### src/rtl/alu_ctrl_mc.sv
// ALU control unit with a multi-cycle sequencer: decodes funct/ALU-class into an
// ALU operation code and holds the ALU busy for the configured MULT/DIV latency.
module alu_ctrl_mc #(
  parameter int         MUL_LAT      = 4,
  parameter int         DIV_LAT      = 8,
  parameter logic [2:0] ILLEGAL_CODE = 3'b111
) (
  input  logic       clk,
  input  logic       rst_n,
  input  logic       in_valid,
  output logic       in_ready,
  input  logic [5:0] Itr,
  input  logic [2:0] OpA,
  input  logic       flush,
  output logic [2:0] IA,
  output logic       out_valid,
  output logic       busy,
  output logic       err
);

  localparam int MAX_LAT = (MUL_LAT > DIV_LAT) ? MUL_LAT : DIV_LAT;
  localparam int CNT_W   = $clog2(MAX_LAT) + 1;

  localparam logic [CNT_W-1:0] MUL_LOAD = CNT_W'(MUL_LAT - 1);
  localparam logic [CNT_W-1:0] DIV_LOAD = CNT_W'(DIV_LAT - 1);
  localparam logic [CNT_W-1:0] CNT_ONE  = CNT_W'(1);

  typedef enum logic [1:0] {
    S_IDLE   = 2'b00,
    S_MULDIV = 2'b01,
    S_DONE   = 2'b10
  } state_t;

  typedef struct packed {
    logic [2:0] code;
    logic       illegal;
    logic       is_mul;
    logic       is_div;
  } dec_t;

  state_t           r_state, w_state_nxt;
  logic [CNT_W-1:0] r_cnt, w_cnt_nxt;
  logic [2:0]       r_ia, w_ia_nxt;
  logic             r_err, w_err_nxt;
  dec_t             w_dec;
  logic             w_accept;

  // Decoder: anything not in the table falls through to the illegal default,
  // so the code is always a defined value.
  always_comb begin
    // NOTE: every always_comb output gets a default first so no path infers a latch.
    w_dec.code    = ILLEGAL_CODE;
    w_dec.illegal = 1'b1;
    w_dec.is_mul  = 1'b0;
    w_dec.is_div  = 1'b0;
    unique case (OpA)
      3'b010: begin
        w_dec.illegal = 1'b0;
        unique case (Itr)
          6'b100000: w_dec.code = 3'b000;
          6'b100010: w_dec.code = 3'b001;
          6'b011000: begin
            w_dec.code   = 3'b010;
            w_dec.is_mul = 1'b1;
          end
          6'b011010: begin
            w_dec.code   = 3'b011;
            w_dec.is_div = 1'b1;
          end
          6'b100101: w_dec.code = 3'b100;
          6'b100100: w_dec.code = 3'b101;
          6'b101010: w_dec.code = 3'b110;
          6'b000000: w_dec.code = 3'b111;
          default: begin
            w_dec.code    = ILLEGAL_CODE;
            w_dec.illegal = 1'b1;
          end
        endcase
      end
      3'b011: begin
        w_dec.code    = 3'b000;
        w_dec.illegal = 1'b0;
      end
      3'b100: begin
        w_dec.code    = 3'b110;
        w_dec.illegal = 1'b0;
      end
      3'b101: begin
        w_dec.code    = 3'b101;
        w_dec.illegal = 1'b0;
      end
      3'b110: begin
        w_dec.code    = 3'b100;
        w_dec.illegal = 1'b0;
      end
      3'b001: begin
        w_dec.code    = 3'b001;
        w_dec.illegal = 1'b0;
      end
      default: begin
        w_dec.code    = ILLEGAL_CODE;
        w_dec.illegal = 1'b1;
      end
    endcase
  end

  // flush blocks acceptance even in IDLE, and masks the completion pulse in DONE.
  assign in_ready  = (r_state == S_IDLE) & ~flush;
  assign w_accept  = in_valid & in_ready;
  assign out_valid = (r_state == S_DONE) & ~flush;
  assign err       = out_valid & r_err;
  assign busy      = (r_state == S_MULDIV);
  assign IA        = r_ia;

  always_comb begin
    w_state_nxt = r_state;
    w_cnt_nxt   = r_cnt;
    w_ia_nxt    = r_ia;
    w_err_nxt   = r_err;
    unique case (r_state)
      S_IDLE: begin
        if (w_accept) begin
          w_ia_nxt  = w_dec.code;
          w_err_nxt = w_dec.illegal;
          if (w_dec.is_mul) begin
            w_state_nxt = S_MULDIV;
            w_cnt_nxt   = MUL_LOAD;
          end else if (w_dec.is_div) begin
            w_state_nxt = S_MULDIV;
            w_cnt_nxt   = DIV_LOAD;
          end else begin
            w_state_nxt = S_DONE;
          end
        end
      end
      S_MULDIV: begin
        if (flush || r_cnt == CNT_ONE) begin
          w_state_nxt = flush ? S_IDLE : S_DONE;
          w_cnt_nxt   = '0;
        end else begin
          w_cnt_nxt = r_cnt - CNT_ONE;
        end
      end
      S_DONE: begin
        w_state_nxt = S_IDLE;
        w_cnt_nxt   = '0;
      end
      default: begin
        w_state_nxt = S_IDLE;
        w_cnt_nxt   = '0;
      end
    endcase
  end

  always_ff @(posedge clk or negedge rst_n) begin
    // NOTE: sequential state uses non-blocking assignments only.
    if (!rst_n) begin
      r_state <= S_IDLE;
      r_cnt   <= '0;
      r_ia    <= 3'b000;
      r_err   <= 1'b0;
    end else begin
      r_state <= w_state_nxt;
      r_cnt   <= w_cnt_nxt;
      r_ia    <= w_ia_nxt;
      r_err   <= w_err_nxt;
    end
  end

endmodule

### config.mk
export PLATFORM = sky130hd
export DESIGN_NAME = alu_ctrl_mc
export DESIGN_NICKNAME = d
export VERILOG_FILES = /design/src/rtl/alu_ctrl_mc.sv
export SDC_FILE = /design/constraint.sdc
export NUM_CORES = 1
export LEC_CHECK = 0
export ABC_AREA = 0
export CELL_PAD_IN_SITES_DETAIL_PLACEMENT = 1
export CELL_PAD_IN_SITES_GLOBAL_PLACEMENT = 1
export CORE_MARGIN = 2
export CORE_UTILIZATION = 34
export DETAILED_ROUTE_END_ITERATION = 10
export PLACE_DENSITY = 0.74
export SETUP_SLACK_MARGIN = 0.5
export SYNTH_ARGS = -nofsm -noshare
export SYNTH_HDL_FRONTEND = slang
export SYNTH_SLANG_ARGS = --single-unit
export TNS_END_PERCENT = 30
### constraint.sdc
create_clock -name clk -period 1.74 [get_ports clk]
set_input_delay 0.174 -clock clk [delete_from_list [all_inputs] [get_ports clk]]
set_output_delay 0.174 -clock clk [all_outputs]
set_load 0.01 [all_outputs]
=== Yosys cells after proc, flatten, opt, wreduce, memory -nomap -nowiden ===
Cells that the tools add are included.

* Flip-flop bits (word level): 10
* Word-level logic and storage cells: 53

* Mux-type cells: 17
* Add/subtract/negate cells: 1
* Bitwise operators: 5
* Reduce and logical (&&, ||, !) cells: 7
* Equality and inequality tests: 19

{| class="wikitable"
|+ Operator list
! operator !! count
|-
| $eq A6 B6 Y1 const B || 5
|-
| $pmux W4 S6 || 1
|-
| $pmux W3 S7 || 1
|-
| $mux W4 || 4
|-
| $eq A6 B5 Y1 const B || 2
|-
| $mux W2 || 6
|-
| $eq A3 B3 Y1 const B || 3
|-
| $pmux W4 S2 || 1
|-
| $reduce_or A8 Y1 || 1
|-
| $eq A3 B2 Y1 const B || 2
|-
| $logic_not A6 Y1 || 1
|-
| $reduce_and A2 Y1 || 3
|-
| $and A1 B1 Y1 || 4
|-
| $eq A4 B1 Y1 const B || 1
|-
| $pmux W2 S2 || 1
|-
| $sub A4 B1 Y4 const B || 1
|-
| $eq A3 B1 Y1 const B || 1
|-
| $mux W1 || 3
|-
| $ne A3 B3 Y1 const B || 1
|-
| $eq A2 B1 Y1 const B || 1
|-
| $eq A2 B2 Y1 const B || 1
|-
| $logic_not A2 Y1 || 1
|-
| $ne A2 B1 Y1 const B || 1
|-
| $ne A2 B2 Y1 const B || 1
|-
| other kinds (2) || 2
|}

=== Longest topological paths before layout ===
* Depth in word-level cells: 7
* Mapped depth: 5
* Depth with buffers taken out: 5

=== Worst setup path after synthesis ===
No wires, ideal clock.

* Path kind: register to register
* Start point: register r_state[0]
* End point: register r_err
* Arrival: 1,306 ps
* Stages on the path, launching flop included: 5
* Clock period less this slack: 1,432 ps
* Slack: 308 ps
* Library setup time: 126 ps
* Path through: dfrtp_1 > nor4b_4 > o21ai_2 > a311oi_1 > nor2_1

* Cells in the longest elaborated chain, start to end: 4

{| class="wikitable"
|+ RTL lines
! what !! line !! RTL
|-
| start: declaration || 41 || <nowiki>state_t r_state, w_state_nxt;</nowiki>
|-
| start signal: assignment || 163 || <nowiki>r_state <= w_state_nxt;</nowiki>
|-
| $logic_not A2 Y1 (*) || 108, 120 ||
|-
| $and A1 B1 Y1 || 108 || <nowiki>assign in_ready = (r_state == S_IDLE) & ~flush;</nowiki>
|-
| $and A1 B1 Y1 || 109 || <nowiki>assign w_accept = in_valid & in_ready;</nowiki>
|-
| $reduce_and A2 Y1 (no line) (*) || n/a ||
|-
| end signal: assignment || 166 || <nowiki>r_err <= w_err_nxt;</nowiki>
|-
| end: declaration || 44 || <nowiki>logic r_err, w_err_nxt;</nowiki>
|}

Mark *: on every way between the ends. The rest lies on a longest branch, timed or not.
A chain may end at the register's enable or synchronous reset.

=== Final worst setup path ===
* Start point: register r_state[0]
* End point: register r_cnt[1]

* Cells in the longest elaborated chain, start to end: 5

{| class="wikitable"
|+ RTL lines
! what !! line !! RTL
|-
| $logic_not A2 Y1 || 108, 120 ||
|-
| $and A1 B1 Y1 || 108 ||
|-
| $and A1 B1 Y1 || 109 ||
|-
| $ne A2 B2 Y1 (no line) || n/a ||
|-
| $reduce_and A2 Y1 (no line) || n/a ||
|-
| end signal: assignment || 164 || <nowiki>r_cnt <= w_cnt_nxt;</nowiki>
|-
| end: declaration || 42 || <nowiki>logic [CNT_W-1:0] r_cnt, w_cnt_nxt;</nowiki>
|}

Several ways; a longest one is shown, not always the timed one.

==> summary.md <==
| Metric | Value |
|---|---|
| CP max-delay cell | `dfrtp_2` |
| I/O pins | `20` |
| Clock Latency Late Sink | `about 270 ps` |
| Cts bufs inserted | `3` |
| CP dominant cell by count | `o21ai_1` |
| Register area share after synthesis | `approximately a third` |
| Vias in the first global route | `835` |
| Clock transition at path regs | `roughly 80 ps` |
| Placer Congestion | `0.822` |
| Die Footprint | `2580 um^2` |
| Synthesized instance count | `86` |
| DPL Wire Length | `1670 um` |
| WP data arrival | `~1700 ps` |
| Yosys cell types | `36` |
| Syn_nets | `101` |
| Critical Path End Type | `register` |
| Initial DRC Count | `8` |
| Core Util, Final | `around 57%` |
| Max cap viols | `0` |
| Row count | `16` |
| Period utilization | `85.9%` |
| Power density cells | `approximately 530 nW/um^2` |
| Delay of the slowest critical-path stage | `about 430 ps` |
| Die Y-Extent | `around 50 um` |
| Post-synth EDFFs | `0` |
| Drt drc | `0` |
| Critical Path Fanout Max | `3` |
| Wire length per cell | `between 15 and 20 um` |
| Post-DP Area | `a little over 1000 um^2` |
| Post-synth top area share | `about 34%` |
| CP Cell Sequence | `buf_6 > nor4b_4 > buf_4 > and4_4 > o21ai_1 > o21ai_1` |
| Initial Utilization | `between 30% and 40%` |
| Final hold violations | `0` |
| Chip width | `a little over 50 um` |
| P_leak | `0.495 nW` |
| Dominant synthesized flop cell | `dfrtp_1` |
| Total grt overflow | `0` |
| CTS root buf | `clkbuf_4` |
| Syn avg cell area | `about 8.7 um^2` |
| Actual slew at the worst max-slew pin | `~530 ps` |
| ANT nets after route | `0` |
| Ys Warns | `0` |
| Vias per std cell | `around 5.3` |
| Worst Setup Slack post-DPL | `-8.90 ps` |
| Clk_skew | `9.60 ps` |
| CTS tree | `built` |
| Startpoint Class | `register` |
| Core Box Area | `slightly above 2000 um^2` |
| Area grow syn2layout | `56.0%` |
| Hold WS | `247 ps` |
| I/O Buffers | `19` |
| Initial antenna violation count | `0` |
| Final WS setup | `around 250 ps` |
| CP Class | `register to register` |
| First-pass GRT wire length | `around 3700 um` |
| Tmin final | `about 1500 ps` |
| Final Max Slew Viols | `0` |
| Clock sinks | `10` |
| RSZ-0062 raised after global routing | `yes` |
| Max IR drop VDD | `265 uV` |
| Global router's overall resource usage | `between 10% and 20%` |
| Largest net degree at the start of global routing | `11` |
| Mapped Area | `approximately 740 um^2` |
| Fraction of layout instances using a drive strength above 1 | `around 36%` |
| Yosys top cell by area | `dfrtp_1` |
| 1st-pass router iterations | `4` |
| Synth top area cells | `dfrtp_1 (34%), o21ai_0 (5.4%), nor3b_1 (5.0%)` |
| Max_slew headroom | `64.6%` |
| Data required time at the worst endpoint | `~1900 ps` |
| Hold crit path type | `input pin to async pin` |
| Fmax | `669 MHz` |
| Post-CTS Hold Buffers | `0` |
| Setup Viol. Count Final | `0` |
| Outcome | `finished clean` |
| Cells on worst reg2reg path | `6` |
| Clk buf depth | `2` |
| Nets@finish | `142` |
| CTS H-tree depth | `1` |
| Yosys reg bits | `10` |
| Final wirelength | `between 2000 and 2500 um` |
| Post-route cell area | `between 1000 and 1500 um^2` |
| Async SR Flop Fraction | `100%` |
| Antenna diodes | `0` |
| Via count | `just over 800` |
==> worst max-delay path, delay by kind of cell (launching register included) <==
family / cells / cell delay [ps]
AOI/OAI and AO/OA: 2 / 160
DFF: 1 / 430
and+or+nand+nor: 2 / 530
buffers and inverters: 2 / 300
==> Yosys cell counts, types with 2 or more instances <==
| cell type | count |
|---|---|
| o21ai_0 | 8 |
| dfrtp_1 | 10 |
| o22ai_1 | 2 |
| ha_1 | 2 |
| nand2_1 | 5 |
| nand3_1 | 6 |
| nor2b_1 | 4 |
| buf_6 | 2 |
| nor3_1 | 2 |
| a21oi_1 | 4 |
| inv_1 | 5 |
| o31ai_1 | 2 |
| nor2_1 | 7 |
| nor3b_1 | 5 |
==> per-stage QoR <==
stage	TNS [ps]	total power, mW	cells
final	0	0.619	152
after global routing	0	0.655	152
after CTS	0	0.609	146
after detailed placement	-8.90	0.437	140
after global placement	0	0.432	140
after floorplan	0	0.339	86
==> power breakdown <==
part / internal (mW) / switching (mW) / total (mW) / leakage (nW)
sequential: 0.250 / 0.0102 / 0.260 / 0.125
combinational: 0.104 / 0.0859 / 0.190 / 0.356
clock: 0.0799 / 0.0886 / 0.168 / 0.0138
total: 0.434 / 0.185 / 0.619 / 0.495
==> repair_timing <==
| action | CTS | global route |
|---|---|---|
| resized for setup | 24 | 12 |
| buffers inserted | 3 | 6 |
| pin swaps | 3 | 7 |
| setup endpoints to repair | 17 | 17 |
==> logic make-up after synthesis <==
family / share of synthesized area [%]
AO/OA/AOI/OAI: 21.7
multiplexers: 1.34
AND/OR/NAND/NOR: 30.9
adder cells (fa/ha/maj): 3.36
XOR/XNOR: 2.35
buffers and inverters: 6.72
flip-flops: 33.6
==> worst paths after layout <==
check | slack, ps | endpoint | startpoint
min in group clk | 250 | r_cnt[2] | Itr[1]
hold / removal | 250 | IA[0] | rst_n
setup / recovery | 250 | r_cnt[1] | r_state[0]
setup reg to reg | 250 | r_cnt[1] | r_state[0]
max in group asynchronous | 1110 | r_state[0] | rst_n
hold reg to reg | 520 | IA[1] | IA[1]
==> cells in the final DEF, fill, tap and decap left out, types with 4 or more instances in the layout <==
cell,count
a21oi_1,4
buf_4,17
buf_6,4
clkdlybuf4s50_1,14
dfrtp_1,9
inv_1,4
nand2_1,5
nand3_1,5
nor2_1,7
nor2b_1,4
o21ai_0,4
==> area by class of cell <==
cell class | count | area (um^2)
flip-flops and latches | 10 | 251
multi-input cells | 67 | 489
clock buffers | 3 | 22.5
inverters | 5 | 18.8
fillers | 246 | 861
well taps | 27 | 33.8
repair buffers | 40 | 345
==> routing by layer <==
layer	global-route usage [%]	share of wire, %
met1	24.4	43
met2	34.9	53
met3	0.893	2.4
met4	6.76	1.1
met5	0	0
==> registers in the layout, indices dropped and copies added, names as in the netlist <==
name and cells:
r_cnt 4, IA 3, r_state 2, r_err 1
Note: power is estimated with default switching activity, not from simulation.
